`src/rtl/image_pkg.sv`:
```
// rtl/image_pkg.sv - shared image geometry defaults, packer FSM encoding and frame-size helper
package image_pkg;

  localparam int IMG_WIDTH_DEF  = 720;
  localparam int IMG_HEIGHT_DEF = 540;

  typedef enum logic {
    S_FILL  = 1'b0,
    S_WRITE = 1'b1
  } pack_state_e;

  function automatic int frame_pixels(input int width, input int height);
    return width * height;
  endfunction

endpackage

```
`src/rtl/pixel_threshold.sv`:
```
// rtl/pixel_threshold.sv - binarizes one pixel: all-ones at or above THRESHOLD, zero below
module pixel_threshold #(
  parameter int DWIDTH_IN = 8,
  parameter int THRESHOLD = 128
) (
  input  logic [DWIDTH_IN-1:0] pix_i,
  output logic [DWIDTH_IN-1:0] pix_o
);

  localparam logic [DWIDTH_IN-1:0] THR = DWIDTH_IN'(THRESHOLD);

  assign pix_o = (pix_i >= THR) ? '1 : '0;

endmodule

```
`src/rtl/sobel_packer.sv`:
```
// rtl/sobel_packer.sv - packs sobel pixels into wide words with frame flush; SOBEL_PACK_THRESHOLD_EN binarizes pixels
module sobel_packer
  import image_pkg::*;
#(
  parameter int IMG_WIDTH    = IMG_WIDTH_DEF,
  parameter int IMG_HEIGHT   = IMG_HEIGHT_DEF,
  parameter int DWIDTH_IN    = 8,
  parameter int PIX_PER_WORD = 4,
  parameter int DWIDTH_OUT   = 32,
  parameter int THRESHOLD    = 128
) (
  input  logic                  clock,
  input  logic                  reset,
  output logic                  in_rd_en,
  input  logic [DWIDTH_IN-1:0]  in_dout,
  input  logic                  in_empty,
  output logic                  out_wr_en,
  output logic [DWIDTH_OUT-1:0] out_din,
  input  logic                  out_full,
  output logic                  frame_done
);

  localparam int NPIX   = frame_pixels(IMG_WIDTH, IMG_HEIGHT);
  localparam int CNT_W  = (NPIX > 1) ? $clog2(NPIX) : 1;
  localparam int LANE_W = $clog2(PIX_PER_WORD);
  localparam logic [CNT_W-1:0]  LAST_PIX  = CNT_W'(NPIX - 1);
  localparam logic [LANE_W-1:0] LAST_LANE = LANE_W'(PIX_PER_WORD - 1);

  if (PIX_PER_WORD < 2 || DWIDTH_OUT != DWIDTH_IN * PIX_PER_WORD ||
      THRESHOLD >= 2 ** DWIDTH_IN) begin : g_bad_params
    $error("sobel_packer: inconsistent parameters");
  end

  pack_state_e           state_q, state_d;
  logic [LANE_W-1:0]     lane_cnt_q, lane_cnt_d;
  logic [CNT_W-1:0]      pix_cnt_q, pix_cnt_d;
  logic [DWIDTH_OUT-1:0] word_q, word_d;
  logic [DWIDTH_IN-1:0]  pix;
  logic                  pop, push;

`ifdef SOBEL_PACK_THRESHOLD_EN
  pixel_threshold #(
    .DWIDTH_IN (DWIDTH_IN),
    .THRESHOLD (THRESHOLD)
  ) u_threshold (
    .pix_i (in_dout),
    .pix_o (pix)
  );
`else
  assign pix = in_dout;
`endif

  assign pop        = reset && (state_q == S_FILL) && !in_empty;
  assign push       = reset && (state_q == S_WRITE) && !out_full;
  assign in_rd_en   = pop;
  assign out_wr_en  = push;
  assign out_din    = word_q;
  // pix_cnt parks on the last index until the final word leaves
  assign frame_done = push && (pix_cnt_q == LAST_PIX);

  always_comb begin
    state_d    = state_q;
    lane_cnt_d = lane_cnt_q;
    pix_cnt_d  = pix_cnt_q;
    word_d     = word_q;
    case (state_q)
      S_FILL: begin
        if (pop) begin
          for (int l = 0; l < PIX_PER_WORD; l++) begin
            if (lane_cnt_q == LANE_W'(l)) word_d[l*DWIDTH_IN +: DWIDTH_IN] = pix;
          end
          lane_cnt_d = lane_cnt_q + 1'b1;
          if (pix_cnt_q != LAST_PIX) pix_cnt_d = pix_cnt_q + 1'b1;
          if (lane_cnt_q == LAST_LANE || pix_cnt_q == LAST_PIX) state_d = S_WRITE;
        end
      end
      S_WRITE: begin
        if (push) begin
          state_d    = S_FILL;
          word_d     = '0;
          lane_cnt_d = '0;
          if (pix_cnt_q == LAST_PIX) pix_cnt_d = '0;
        end
      end
    endcase
  end

  always_ff @(posedge clock or negedge reset) begin
    if (!reset) begin
      state_q    <= S_FILL;
      lane_cnt_q <= '0;
      pix_cnt_q  <= '0;
      word_q     <= '0;
    end else begin
      state_q    <= state_d;
      lane_cnt_q <= lane_cnt_d;
      pix_cnt_q  <= pix_cnt_d;
      word_q     <= word_d;
    end
  end

endmodule

```
`config.mk`:
```
export PLATFORM = sky130hd
export DESIGN_NAME = sobel_packer
export DESIGN_NICKNAME = d
export VERILOG_FILES = /design/src/rtl/image_pkg.sv /design/src/rtl/pixel_threshold.sv /design/src/rtl/sobel_packer.sv
export SDC_FILE = /design/constraint.sdc
export NUM_CORES = 1
export LEC_CHECK = 0
export CORE_MARGIN = 2
export CORE_UTILIZATION = 54
export DETAILED_ROUTE_END_ITERATION = 10
export PLACE_DENSITY = 0.82
export SYNTH_ARGS = -nofsm -noshare
export SYNTH_HDL_FRONTEND = slang
export SYNTH_HIERARCHICAL = 1
export SYNTH_SLANG_ARGS = --single-unit
```
`constraint.sdc`:
```
create_clock -name clock -period 3.85 [get_ports clock]
set_clock_uncertainty 0.05 [all_clocks]
set_input_delay 0.77 -clock clock [delete_from_list [all_inputs] [get_ports clock]]
set_output_delay 0.77 -clock clock [all_outputs]
set_load 0.02 [all_outputs]
```
* Yosys cells after proc, flatten, opt, wreduce, memory -nomap -nowiden
Cells that the tools add are included. Widths: inputs -> output; s select.
Word-level totals: register bits 54, input port bits 12, output and inout bits 35
Cells by class: equal/unequal tests 13, bitwise gates (word level) 1, add/subtract/negate cells 2, muxes and demuxes 19, reductions and logical operators 15
Operator list (number):
- $mux 19 | 4
- $mux 32 | 2
- $pmux 32 s2 | 1
- $pmux 19 s2 | 1
- $mux 8 | 4
- $add 19x1->19 const B | 1
- $eq 19x19->1 const B | 1
- $ne 19x19->1 const B | 1
- $ne 2x1->1 const B | 7
- $reduce_and 3->1 | 4
- $logic_and 1x1->1 | 5
- $eq 2x2->1 const B | 2
- $mux 2 | 2
- $pmux 2 s2 | 1
- $reduce_and 4->1 | 1
- $mux 1 | 3
- $add 2x1->2 const B | 1
- $eq 2x1->1 const B | 1
- $logic_not 1->1 | 2
- $logic_not 2->1 | 1
- $ne 2x2->1 const B | 1
- $pmux 1 s2 | 1
- $reduce_and 2->1 | 1
- $logic_or 1x1->1 | 1
- $not 1->1 | 1

* Longest topological paths before layout
depth after elaboration 5, gate-level depth with buffers 8, depth with buffers taken out 6

* Worst setup path before layout
OpenSTA, ideal clock, no wires.
path kind input port to output port, start point in in_empty, end point out frame_done, data required time 3030 ps, arrival time 1755 ps, stages 5, path slack 1275 ps, cells stage by stage mux2_4 nor2b_1 buf_4 nand2_1 nor2_1
RTL lines:
- start, declared | RTL line sobel_packer.sv:16 | input logic in_empty,
- end, declared | RTL line sobel_packer.sv:20 | output logic frame_done

==> metrics.md <==
| Metric | Value |
|---|---|
| Outcome | finished, final reports clean |
| Core area | ~4700 um^2 |
| YS warnings | 6 |
| Num rows | 25 |
| Vias in the first global route | approximately 2000 |
| Fmax achieved | ~290 MHz |
| Leading area contributor after synthesis | dfrtp_1 |
| Rel. slew slack | between 30% and 40% |
| RSZ-0062 raised after global routing | no |
| Max-cap viol count | 0 |
| Syn nets | roughly 290 |
| Type of the worst setup path | primary input to primary output |
| Reg clk slew, reported paths | 0.09 ns |
| Hold Path Class | primary input to asynchronous set/reset pin |
| Synthesized netlist cell count | approximately 270 |
| Critical path arrival | between 2 and 3 ns |
| Asr flop ratio synth | 100% |
| Num CTS Buffers | 5 |
| Layout cell share with drive strength beyond 1 | 8.13% |
| Syn avg cell area | approximately 9.6 um^2 |
| Fin area | approximately 3200 um^2 |
| Initial Util | a little under three fifths |
| CTS tree | yes |
| Vias/cell | slightly below 6 |
| Hpwl dp | 4.26 mm |
| Tcrit/Tclk final | roughly nine tenths |
| Initial DRC Count | between 200 and 250 |
| Post-placement cell area | around 3100 um^2 |
| Via count | between 2000 and 2500 |
| First-pass GRT wire length | 9.94 mm |
| Post-synth EDFFs | 0 |
| Area Overhead vs Synth | 23.4% |
| Slowest cell on the critical path | clkdlybuf4s50_1 |
| CP Cell Sequence | clkdlybuf4s50_1 > mux2_4 > nor2b_1 > nand2_1 > nor2_1 > clkdlybuf4s50_1 |
| Power Density | 699 nW/um^2 |
| Crit path capture type | primary output |
| Max stage delay on crit path | about 0.64 ns |
| Initial antenna violation count | 0 |
| Netlist cell types | 49 |
| Synth area leaders | dfrtp_1 (52%), o21ai_0 (8.2%), nand2_1 (7.8%), nor2_1 (2.4%), ha_1 (2.4%) |
| Min Tclk post-route | 3.44 ns |
| Fill cells | roughly 380 |
| Die area | ~5400 um^2 |
| Detail Route Antenna Nets | 0 |
| Data required time at the worst endpoint | approximately 3.0 ns |
| Die H | roughly 74 um |
| Routed length on met2 | about 2.9 mm |
| Post-CTS resize count | 0 |
| Routed met3 length | around 340 um |
| Synth top area share | between 50 and 60% |
| Gr usage total | approximately a quarter |
| Fin Setup TNS | 0 ns |
| M1 WL | between 2 and 3 mm |
| Grt total ovfl | 0 |
| Critical-path maximum fanout | 3 |
| Chip width | 73.6 um |
| Htree depth | 2 |
| Clock tree buffer depth | 2 |
| Gpl congestion | approximately 0.96 |
| Sequential cell area fraction in the yosys report | around half |
| Mapped Area | 2610 um^2 |
| Worst slew pin tran | approximately 0.94 ns |
| P_leak | about 1.4 nW |
| Clock sink total | 54 |
| Pin count of the biggest net entering global routing | 50 |
| CTS Hold Buffers Added | 0 |
| Synth Register Bits | 54 |
| Routed WL per cell | about 15 um |
| Endpoints failing setup | 0 |
| Post-route DRC violation count | 0 |
| Top_reg_cell synth | dfrtp_1 |
| Clock latency on the worst-skew pair | ~0.32 ns |
| Top sig layer | met4 |
| Most frequent cells in the layout | nand2_1 (54), dfrtp_1 (54), clkdlybuf4s50_1 (45), o21ai_0 (43), nor2_1 (17) |
| Max VDD drop | about 0.28 mV |
| Final net count | around 340 |
| N_diodes | 0 |
| Critical path launch point type | primary input |
| Clock Tree Root | clkbuf_8 |
| Post-CTS setup buffers | 0 |
| Drt total wl | around 5.8 mm |
| Pre-antenna DRT Iters | 4 |
| Final hold viol count | 0 |
| CP dominant cell by count | clkdlybuf4s50_1 |
| Slew Viols, Final | 0 |
| IO Port Bufs | 46 |
| I/O pins | 47 |
==> critical path: cells and delay by family <==
family / cells / cell delay, ns
and+or+nand+nor: 3 / 0.48
muxes: 1 / 0.30
buffers and inverters: 2 / 1.08
==> metal layers <==
layer / GRT usage [%] / vias to the layer above
met3: 5.35 / 6
met4: 4.65 / 0
met5: 0 / -
met1: 32.7 / 1063
li1: - / 1050
met2: 38.4 / 84
==> cells in the mapped netlist, types with 2 or more instances <==
library cell  instances
dfrtp_1              54
nand2_1              54
o21ai_0              43
nor2_1               17
nand2b_1              9
a21oi_1               6
clkbuf_1              6
nand3_1               6
a31oi_1               5
ha_1                  5
nor3_1                5
inv_1                 4
nand4_1               4
xnor2_1               4
mux2_2                3
mux2i_1               3
nor2b_1               3
nor3b_1               3
and2_1                2
and3_1                2
and4_1                2
buf_6                 2
nand3b_1              2
o21ai_1               2
o21ai_2               2
==> cell families after synthesis <==
| group | share of synthesized area, % |
|---|---|
| flip-flops | 51.7 |
| adder cells (fa/ha/maj) | 2.39 |
| multiplexers | 3.02 |
| AO/OA/AOI/OAI | 14.3 |
| buffers and inverters | 3.11 |
| XOR/XNOR | 1.34 |
| AND/OR/NAND/NOR | 24.1 |
==> registers in the layout (all words and copies together), names as in the netlist <==
| signal | cells |
|---|---|
| pix_cnt_q | 19 |
| out_din | 32 |
| state_q | 1 |
| lane_cnt_q | 2 |
==> layout make-up <==
cell class / instances / area (um^2) / area share, %
clock buffer: 5 / 68.8 / 2.13
clock inverter: 3 / 47.5 / 1.47
inverter: 5 / 23.8 / 0.737
multi-input combinational: 203 / 1180 / 36.6
sequential: 54 / 1350 / 41.9
tap: 54 / 67.6 / 2.10
timing repair buffer: 50 / 485 / 15.1
==> path summary, 6_finish.rpt <==
path | slack, ns | from | to | cells after the start
worst min-delay path | 0.26 | reset | pix_cnt_q[15] | 1
min in group clock | 0.44 | out_din[23] | out_din[23] | 2
worst max-delay path | 0.41 | in_empty | frame_done | 6
max in group asynchronous | 2.65 | reset | out_din[4] | 2
worst min register to register | 0.44 | out_din[23] | out_din[23] | 2
worst max register to register | 1.75 | pix_cnt_q[0] | pix_cnt_q[18] | 5
==> report_power, final <==
| part | switching [W] | total (W) | internal (W) |
|---|---|---|---|
| clock network | 0.000191 | 0.000388 | 0.000197 |
| logic | 0.000530 | 0.000947 | 0.000417 |
| registers | 0.000155 | 0.000919 | 0.000764 |
| total | 0.000876 | 0.00225 | 0.00138 |
==> stage by stage <==
stage	setup WS [ns]	total power [W]	utilization [%]	hold slack [ns]	std cells
after floorplan	1.27	0.00144	-	0.418	272
after global placement	0.432	0.00184	66.2	0.411	366
after detailed placement	0.412	0.00188	66.2	0.419	366
after CTS	0.399	0.00227	68.7	0.251	374
after global routing	0.326	0.00241	68.7	0.249	374
final	0.408	0.00225	68.7	0.261	374
No activity file was read; power rests on OpenSTA's default activity.
